### src/rtl/pulse_counter_pkg.sv
// Shared constants for the pulse_counter timebase: the strobe divisors
// (as log2 values, one entry per strobe output) and the smallest legal
// counter width, which must cover the widest divisor (16).
package pulse_counter_pkg;

   localparam int NUM_TAPS      = 4;
   localparam int MIN_CNT_WIDTH = 4;

   // Divide-by-2, 4, 8 and 16, ordered to match pulse2..pulse16.
   localparam int DIV_LOG2 [NUM_TAPS] = '{1, 2, 3, 4};

endpackage

### src/rtl/pulse_counter_tap.sv
// One strobe generator for pulse_counter. It watches the low LOG2_DIV bits
// of the shared counter and raises its strobe when they are all ones, which
// happens exactly once every 2**LOG2_DIV clocks.
// Build option: PULSE_COUNTER_COMB_OUT_EN selects a zero-latency
// combinational strobe; by default the strobe is registered (glitch-free,
// one cycle later than the tap).
module pulse_counter_tap #(
   parameter int LOG2_DIV = 1
) (
   input  logic                clk,
   input  logic                rst,
   input  logic [LOG2_DIV-1:0] cnt,
   output logic                pulse
);

   logic tap;

   assign tap = (cnt == {LOG2_DIV{1'b1}});

`ifdef PULSE_COUNTER_COMB_OUT_EN
   logic unused_clk_rst;

   assign unused_clk_rst = clk ^ rst;
   assign pulse          = tap;
`else
   // Register the tap so downstream logic sees a clean single-cycle strobe.
   always_ff @(posedge clk) begin
      if (rst) begin
         pulse <= 1'b0;
      end else begin
         pulse <= tap;
      end
   end
`endif

endmodule

### src/rtl/pulse_counter.sv
// pulse_counter: free-running binary counter that produces single-cycle
// strobes at 1/2, 1/4, 1/8 and 1/16 of the clock rate. The counter wraps
// modulo 2**CNT_WIDTH; since every divisor divides that modulus, strobe
// periods are unaffected by the wrap. CNT_WIDTH must be at least
// MIN_CNT_WIDTH so the divide-by-16 tap has enough counter bits.
// Build option: PULSE_COUNTER_COMB_OUT_EN (see pulse_counter_tap) removes
// the output register and makes the strobes combinational from the counter.
module pulse_counter
   import pulse_counter_pkg::*;
#(
   parameter int CNT_WIDTH = 4
) (
   input  logic clk,
   input  logic rst,
   output logic pulse2,
   output logic pulse4,
   output logic pulse8,
   output logic pulse16
);

   logic [CNT_WIDTH-1:0] cnt;
   logic [NUM_TAPS-1:0]  pulse_vec;

   // Free-running counter; reset restarts every strobe phase from zero.
   always_ff @(posedge clk) begin
      if (rst) begin
         cnt <= '0;
      end else begin
         cnt <= cnt + CNT_WIDTH'(1);
      end
   end

   for (genvar i = 0; i < NUM_TAPS; i++) begin : g_tap
      pulse_counter_tap #(
         .LOG2_DIV (DIV_LOG2[i])
      ) u_tap (
         .clk   (clk),
         .rst   (rst),
         .cnt   (cnt[DIV_LOG2[i]-1:0]),
         .pulse (pulse_vec[i])
      );
   end

   assign pulse2  = pulse_vec[0];
   assign pulse4  = pulse_vec[1];
   assign pulse8  = pulse_vec[2];
   assign pulse16 = pulse_vec[3];

endmodule

### config.mk
export PLATFORM = sky130hd
export DESIGN_NAME = pulse_counter
export DESIGN_NICKNAME = d
export VERILOG_FILES = /design/src/rtl/pulse_counter_pkg.sv /design/src/rtl/pulse_counter_tap.sv /design/src/rtl/pulse_counter.sv
export SDC_FILE = /design/constraint.sdc
export NUM_CORES = 1
export LEC_CHECK = 0
export ABC_AREA = 1
export CAP_MARGIN = 20
export CELL_PAD_IN_SITES_DETAIL_PLACEMENT = 0
export CELL_PAD_IN_SITES_GLOBAL_PLACEMENT = 1
export CORE_AREA = 5 5 42 44
export CTS_CLUSTER_SIZE = 14
export DETAILED_ROUTE_END_ITERATION = 10
export DIE_AREA = 0 0 47 49
export HOLD_SLACK_MARGIN = 0.08
export PLACE_DENSITY_LB_ADDON = 0.1
export SLEW_MARGIN = 40
export SYNTH_ARGS = -nofsm -noshare
export SYNTH_HDL_FRONTEND = slang
export SYNTH_HIERARCHICAL = 1
export SYNTH_SLANG_ARGS = --single-unit
### constraint.sdc
create_clock -name clk -period 1.2 [get_ports clk]
set_clock_uncertainty 0.15 [all_clocks]
set_input_delay 0.24 -clock clk [delete_from_list [all_inputs] [get_ports clk]]
set_output_delay 0.24 -clock clk [all_outputs]
set_load 0.1 [all_outputs]
==> results_dict.tcl, run 1 <==
set metrics [dict create \
    outcome "finished, final reports clean" \
    antenna_cells 0 \
    crit_path_top_delay_cell "dfxtp_2" \
    p_leak_nw 0.188 \
    r2r-start "cnt[1]$_SDFF_PP0_" \
    fin_ws_ps 59.6 \
    required_ps 810 \
    yosysTopAreaCell "dfxtp_1" \
    crit_chain "buf_12" \
    clock.fmax_ghz 0.877 \
    p_per_area_nw_per_um2 1270 \
    critical_path_buf_inv_count 1 \
    vdd_drop_max_mv 0.571 \
    initial_core_util_pct 20.4 \
    cap_violations 0 \
    synth.net_count 36 \
    grt.overflow.total 0 \
    core_um2 1400 \
    num_vias 213 \
    ys_warn_count 6 \
    drc 0 \
    postRouteAntennaNets 0 \
    wirelength_um 409 \
    seq_area_frac_synth_pct 56.1 \
    slowest_delay_ps 340 \
    viasPerCell 3.61 \
    postCtsHoldBufs 0 \
    period_minus_slack_ps 1140 \
    die_w_um 47 \
    cts_num_sinks 8 \
    post-place-ws_ps -87.8 \
    port_buffers 5 \
    post_cts_buffers 0 \
    track_usage_pct 4.44 \
    grt_max_degree 8 \
    drt_iter0_markers 2 \
    synth_cells 33 \
    clk_latency_ps 250 \
    hold_path_class "reg -> reg" \
    endpoint_kind "primary output" \
    critPathTopFamily "flip-flops" \
    clk_path_buf_depth 2 \
    yosys-top-cells-area "dfxtp_1, nor2_2, inv_1" \
    antenna_found_initial 0 \
    power_uw 557 \
    crit_type "reg -> out" \
    ys_types 9 \
    max_slew.worst_pin.slew_ps 211 \
    rr_endpoint "cnt[2]$_SDFF_PP0_" \
    path_clk_slew_ps 50 \
    relSlewSlack_pct 85.9 \
    place.gp.congestion 0.733 \
    hold_path.startpoint "cnt[3]$_SDFF_PP0_" \
    syn_area_um2 285 \
    drive_gt1_share_pct 41.9 \
    synth.avg_cell_area_um2 8.64 \
    grt_pass1_wl_um 676 \
    nets 48 \
    hold_depth 2 \
    cts_resized 0 \
    rows 14 \
    cp_max_fo 1 \
    fillerInstances 156 \
    final-hold-violation-count 0 \
    cts_inserted_buffers 3 \
    startpoint_type "flop" \
    wire_per_inst_um 6.93 \
    min_to "g_tap[3].u_tap/pulse$_SDFF_PP0_" \
    rsz0062_at_grt "false" \
    cts_tree "built" \
    synthToLayoutAreaGrowth_pct 53.5 \
    htree_levels 1 \
    dieHeight_um 49 \
    grt_pass1_vias 180 \
    ff2ff_setup_slack_ps 180 \
    r2r_cells 3 \
    cp.arrival_ps 750 \
    setup_viol_count_final 0 \
    slew_violations 0 \
    synth_top_area_share_pct 56.1 \
    root_buffer "clkbuf_4" \
    ys_ff_latch 8 \
    io_pins 6 \
    dp_hpwl_um 336 \
    firstDrtPassIters 2 \
    dieArea_um2 2300 \
    fin_crit_sh_pct 95.0 \
]
-- state kept, by name (all words and copies together) (netlist names) --
signal and flops:
g_tap.u_tap/pulse 4, cnt 4
-- synth_stat cells (all sizes together) --
master	count
dfxtp	8
nor2	9
xnor2	1
ha	1
nand2	6
nand3	2
inv	6
-- layout by cell type (no fill, tap or decap) --
cell type,instances
inv_1,6
buf_4,2
nand3_1,1
dfxtp_1,4
dfxtp_2,4
buf_12,4
nor2_2,4
ha_1,1
nor2_1,5
xnor2_1,1
nand2_1,6
clkdlybuf4s50_1,1
clkbuf_4,3
nand3_2,1
-- area by class of cell --
cell class / instances / area, um^2 / share of cell area (%)
clock buffers: 3 / 22.5 / 5.14
inverters: 6 / 22.5 / 5.14
multi-input cells: 19 / 103 / 23.4
flip-flops and latches: 8 / 165 / 37.7
well taps: 16 / 20.0 / 4.57
repair buffers: 7 / 105 / 24.0
-- metal layers --
metal  vias to the layer above  GRT usage (%)  part of all wire (%)
li1                        118              -                     -
met1                        87           5.30                    48
met2                         6           4.75                    42
met3                         2           2.21                   8.8
met4                         0           5.53                   1.2
met5                         -              0                     0
-- worst max path at each step --
| stage | startpoint | cells after the start | endpoint | slack [ps] |
|---|---|---|---|---|
| final | g_tap[2].u_tap/pulse$_SDFF_PP0_ | 1 | pulse8 | 60 |
| after floorplan | g_tap[3].u_tap/pulse$_SDFF_PP0_ | 0 | pulse16 | 180 |
| after global placement | rst | 3 | g_tap[0].u_tap/pulse$_SDFF_PP0_ | -80 |
| after global routing | g_tap[2].u_tap/pulse$_SDFF_PP0_ | 1 | pulse8 | 30 |
| after CTS | g_tap[2].u_tap/pulse$_SDFF_PP0_ | 1 | pulse8 | 50 |
| after detailed placement | rst | 3 | g_tap[1].u_tap/pulse$_SDFF_PP0_ | -90 |
-- where the power goes --
part / internal (mW) / switching, mW
clock network: 0.114 / 0.0828
registers: 0.278 / 0.0134
logic: 0.0290 / 0.0395
-- cells by family after synthesis --
family | synth area share [%]
flip-flops | 56.1
adder cells (fa/ha/maj) | 4.39
buffers and inverters | 7.89
AND/OR/NAND/NOR | 28.5
XOR/XNOR | 3.07
-- per-stage QoR --
| stage | instance area (um^2) | std cells | setup TNS [ps] | hold slack (ps) | utilization (%) |
|---|---|---|---|---|---|
| floorplan | 290 | 33 | 0 | 149 | - |
| global placement | 415 | 56 | -340 | 292 | 29.6 |
| detailed placement | 415 | 56 | -366 | 294 | 29.6 |
| CTS | 438 | 59 | 0 | 302 | 31.3 |
| global route | 438 | 59 | 0 | 319 | 31.3 |
| finish | 438 | 59 | 0 | 296 | 31.3 |
(Power assumes the default switching activity.)
==> run 2, diff against run 1 <==
- ABC_CLOCK_PERIOD_IN_PS: default -> 1200
==> results of run 2 <==
The final DEF is identical to that of run 1; final timing and power are the same.
==> run 3, diff against run 2 <==
- SYNTH_HIERARCHICAL: 1 -> default
==> run 3 against run 2 <==
Register-to-register slack lost 130 ps; critical path type unchanged; cell area down 6.6%; critical path depth did not move; count of clock-buffer cells in the layout stayed put; synthesized area is 7.5% lower; synthesized cell count is 9.1% lower; largest cell class unchanged; critical endpoint is now pulse16; via count down 7.5%; final cell count is 6.8% lower.
==> results_dict.tcl, run 3 <==
set metrics [dict create \
    fillerInstances 154 \
    cts_tree "built" \
    grt_pass1_wl_um 634 \
    cp.arrival_ps 760 \
    cp_max_fo 1 \
    required_ps 810 \
    firstDrtPassIters 2 \
    startpoint_type "flop" \
    grt_max_degree 8 \
    slowest_delay_ps 340 \
    dieArea_um2 2300 \
    seq_area_frac_synth_pct 60.7 \
    crit_chain "buf_12" \
    viasPerCell 3.58 \
    postRouteAntennaNets 0 \
    yosys-top-cells-count "dfxtp_1, nor2_1, inv_1" \
    slew_violations 0 \
    final_common_cell "nor2_1" \
    rows 14 \
    track_usage_pct 4.59 \
    clock.fmax_ghz 0.872 \
    initial_core_util_pct 18.8 \
    root_buffer "clkbuf_4" \
    power_uw 553 \
    design_area_um2 409 \
    hold_path_class "reg -> reg" \
    syn_area_um2 264 \
    antenna_cells 0 \
    grtUsageMet1_pct 4.65 \
    drive_gt1_share_pct 33.3 \
    cts_inserted_buffers 3 \
    path_clk_slew_ps 50 \
    fin_crit_sh_pct 95.6 \
    placed_cell_area_um2 387 \
    clk_latency_ps 250 \
    dieHeight_um 49 \
    post_cts_buffers 0 \
    drc 0 \
    period_minus_slack_ps 1150 \
    yosysTopAreaCell "dfxtp_1" \
    yosys-top-cells-area "dfxtp_1, nor2_1, inv_1" \
    dp_hpwl_um 296 \
    gr-max-usage-layer "met4" \
    synthToLayoutAreaGrowth_pct 55.0 \
    postCtsHoldBufs 0 \
    ys_warn_count 0 \
    cts_num_sinks 8 \
    synth.avg_cell_area_um2 8.80 \
    synth-edff-count 0 \
    num_vias 197 \
    core_um2 1400 \
    top_regs "cnt: 4 flops, g_tap.u_tap.pulse: 4 flops" \
    synth_ff_type "dfxtp_1" \
    synth_cells 30 \
    final-hold-violation-count 0 \
    multiInputGateArea_um2 77.6 \
    cts_resized 0 \
    die_w_um 47 \
    synth.net_count 34 \
    p_per_area_nw_per_um2 1350 \
    relSlewSlack_pct 82.1 \
    synth_top_area_share_pct 60.7 \
    antenna_found_initial 0 \
    ys_ff_latch 8 \
    htree_levels 1 \
    wirelength_um 407 \
    grt_use_met3_pct 3.32 \
    final_cell_mix "nor2_1, inv_1, dfxtp_1, dfxtp_2, buf_12" \
    outcome "finished, final reports clean" \
    p_leak_nw 0.185 \
    cap_violations 0 \
    crit_path_top_delay_cell "dfxtp_2" \
    ys_types 7 \
    grt_pass1_vias 147 \
    setup_viol_count_final 0 \
    seq_area_um2 165 \
    drt_iter0_markers 1 \
    nets 45 \
    grt.overflow.total 0 \
    rsz0062_at_grt "false" \
    clk_path_buf_depth 2 \
    critPathTopFamily "flip-flops" \
    endpoint_kind "primary output" \
    place.gp.congestion 0.643 \
    max_slew.worst_pin.slew_ps 268 \
    crit_type "reg -> out" \
    critical_path_buf_inv_count 1 \
    synthArstFlopShare_pct 0 \
    use_met2_pct 4.52 \
    vdd_drop_max_mv 0.434 \
    port_buffers 5 \
    io_pins 6 \
    wire_per_inst_um 7.40 \
]
## run 3: final timing paths
| path | from | depth (start not counted) | slack (ps) | endpoint |
|---|---|---|---|---|
| max | g_tap[3].u_tap.pulse$_SDFF_PP0_ | 1 | 50 | pulse16 |
| min | cnt[3]$_SDFF_PP0_ | 2 | 290 | g_tap[3].u_tap.pulse$_SDFF_PP0_ |
| max reg2reg | cnt[1]$_SDFF_PP0_ | 4 | 50 | cnt[2]$_SDFF_PP0_ |
| min reg2reg | cnt[3]$_SDFF_PP0_ | 2 | 290 | g_tap[3].u_tap.pulse$_SDFF_PP0_ |
## run 3: logic make-up after synthesis
logic type / after synthesis / share of synthesized area (%)
and+or+nand+nor: 13 / 19.9
DFF: 8 / 60.7
buffers and inverters: 7 / 9.95
adders and majority gates: 2 / 9.48
## run 3: power by group
| group | internal [mW] | switching, mW |
|---|---|---|
| logic | 0.0245 | 0.0376 |
| clock network | 0.114 | 0.0912 |
| registers | 0.278 | 0.00678 |
## run 3: area by class of cell
class                      count  area share (%)
tap                           16            4.89
clock buffer                   3            5.50
timing repair buffer           6            23.9
inverter                       7            6.42
multi-input combinational     15            19.0
sequential                     8            40.4
## run 3: per-stage QoR
step | hold WS [ps] | utilization, % | setup TNS [ps] | cells | setup WS, ps
detailed placement | 289 | 27.6 | -344 | 52 | -105
floorplan | 154 | - | 0 | 30 | 109
finish | 295 | 29.2 | 0 | 55 | 53.1
CTS | 298 | 29.2 | 0 | 55 | 39.7
global route | 315 | 29.2 | 0 | 55 | 9.95
global placement | 295 | 27.6 | -311 | 52 | -105
## run 3: layer usage
layer  vias to the layer above  routed length (um)
met5                         -                   0
met1                        84                 173
met2                         6                 181
met3                         2                  38
li1                        105                   -
met4                         0                  14
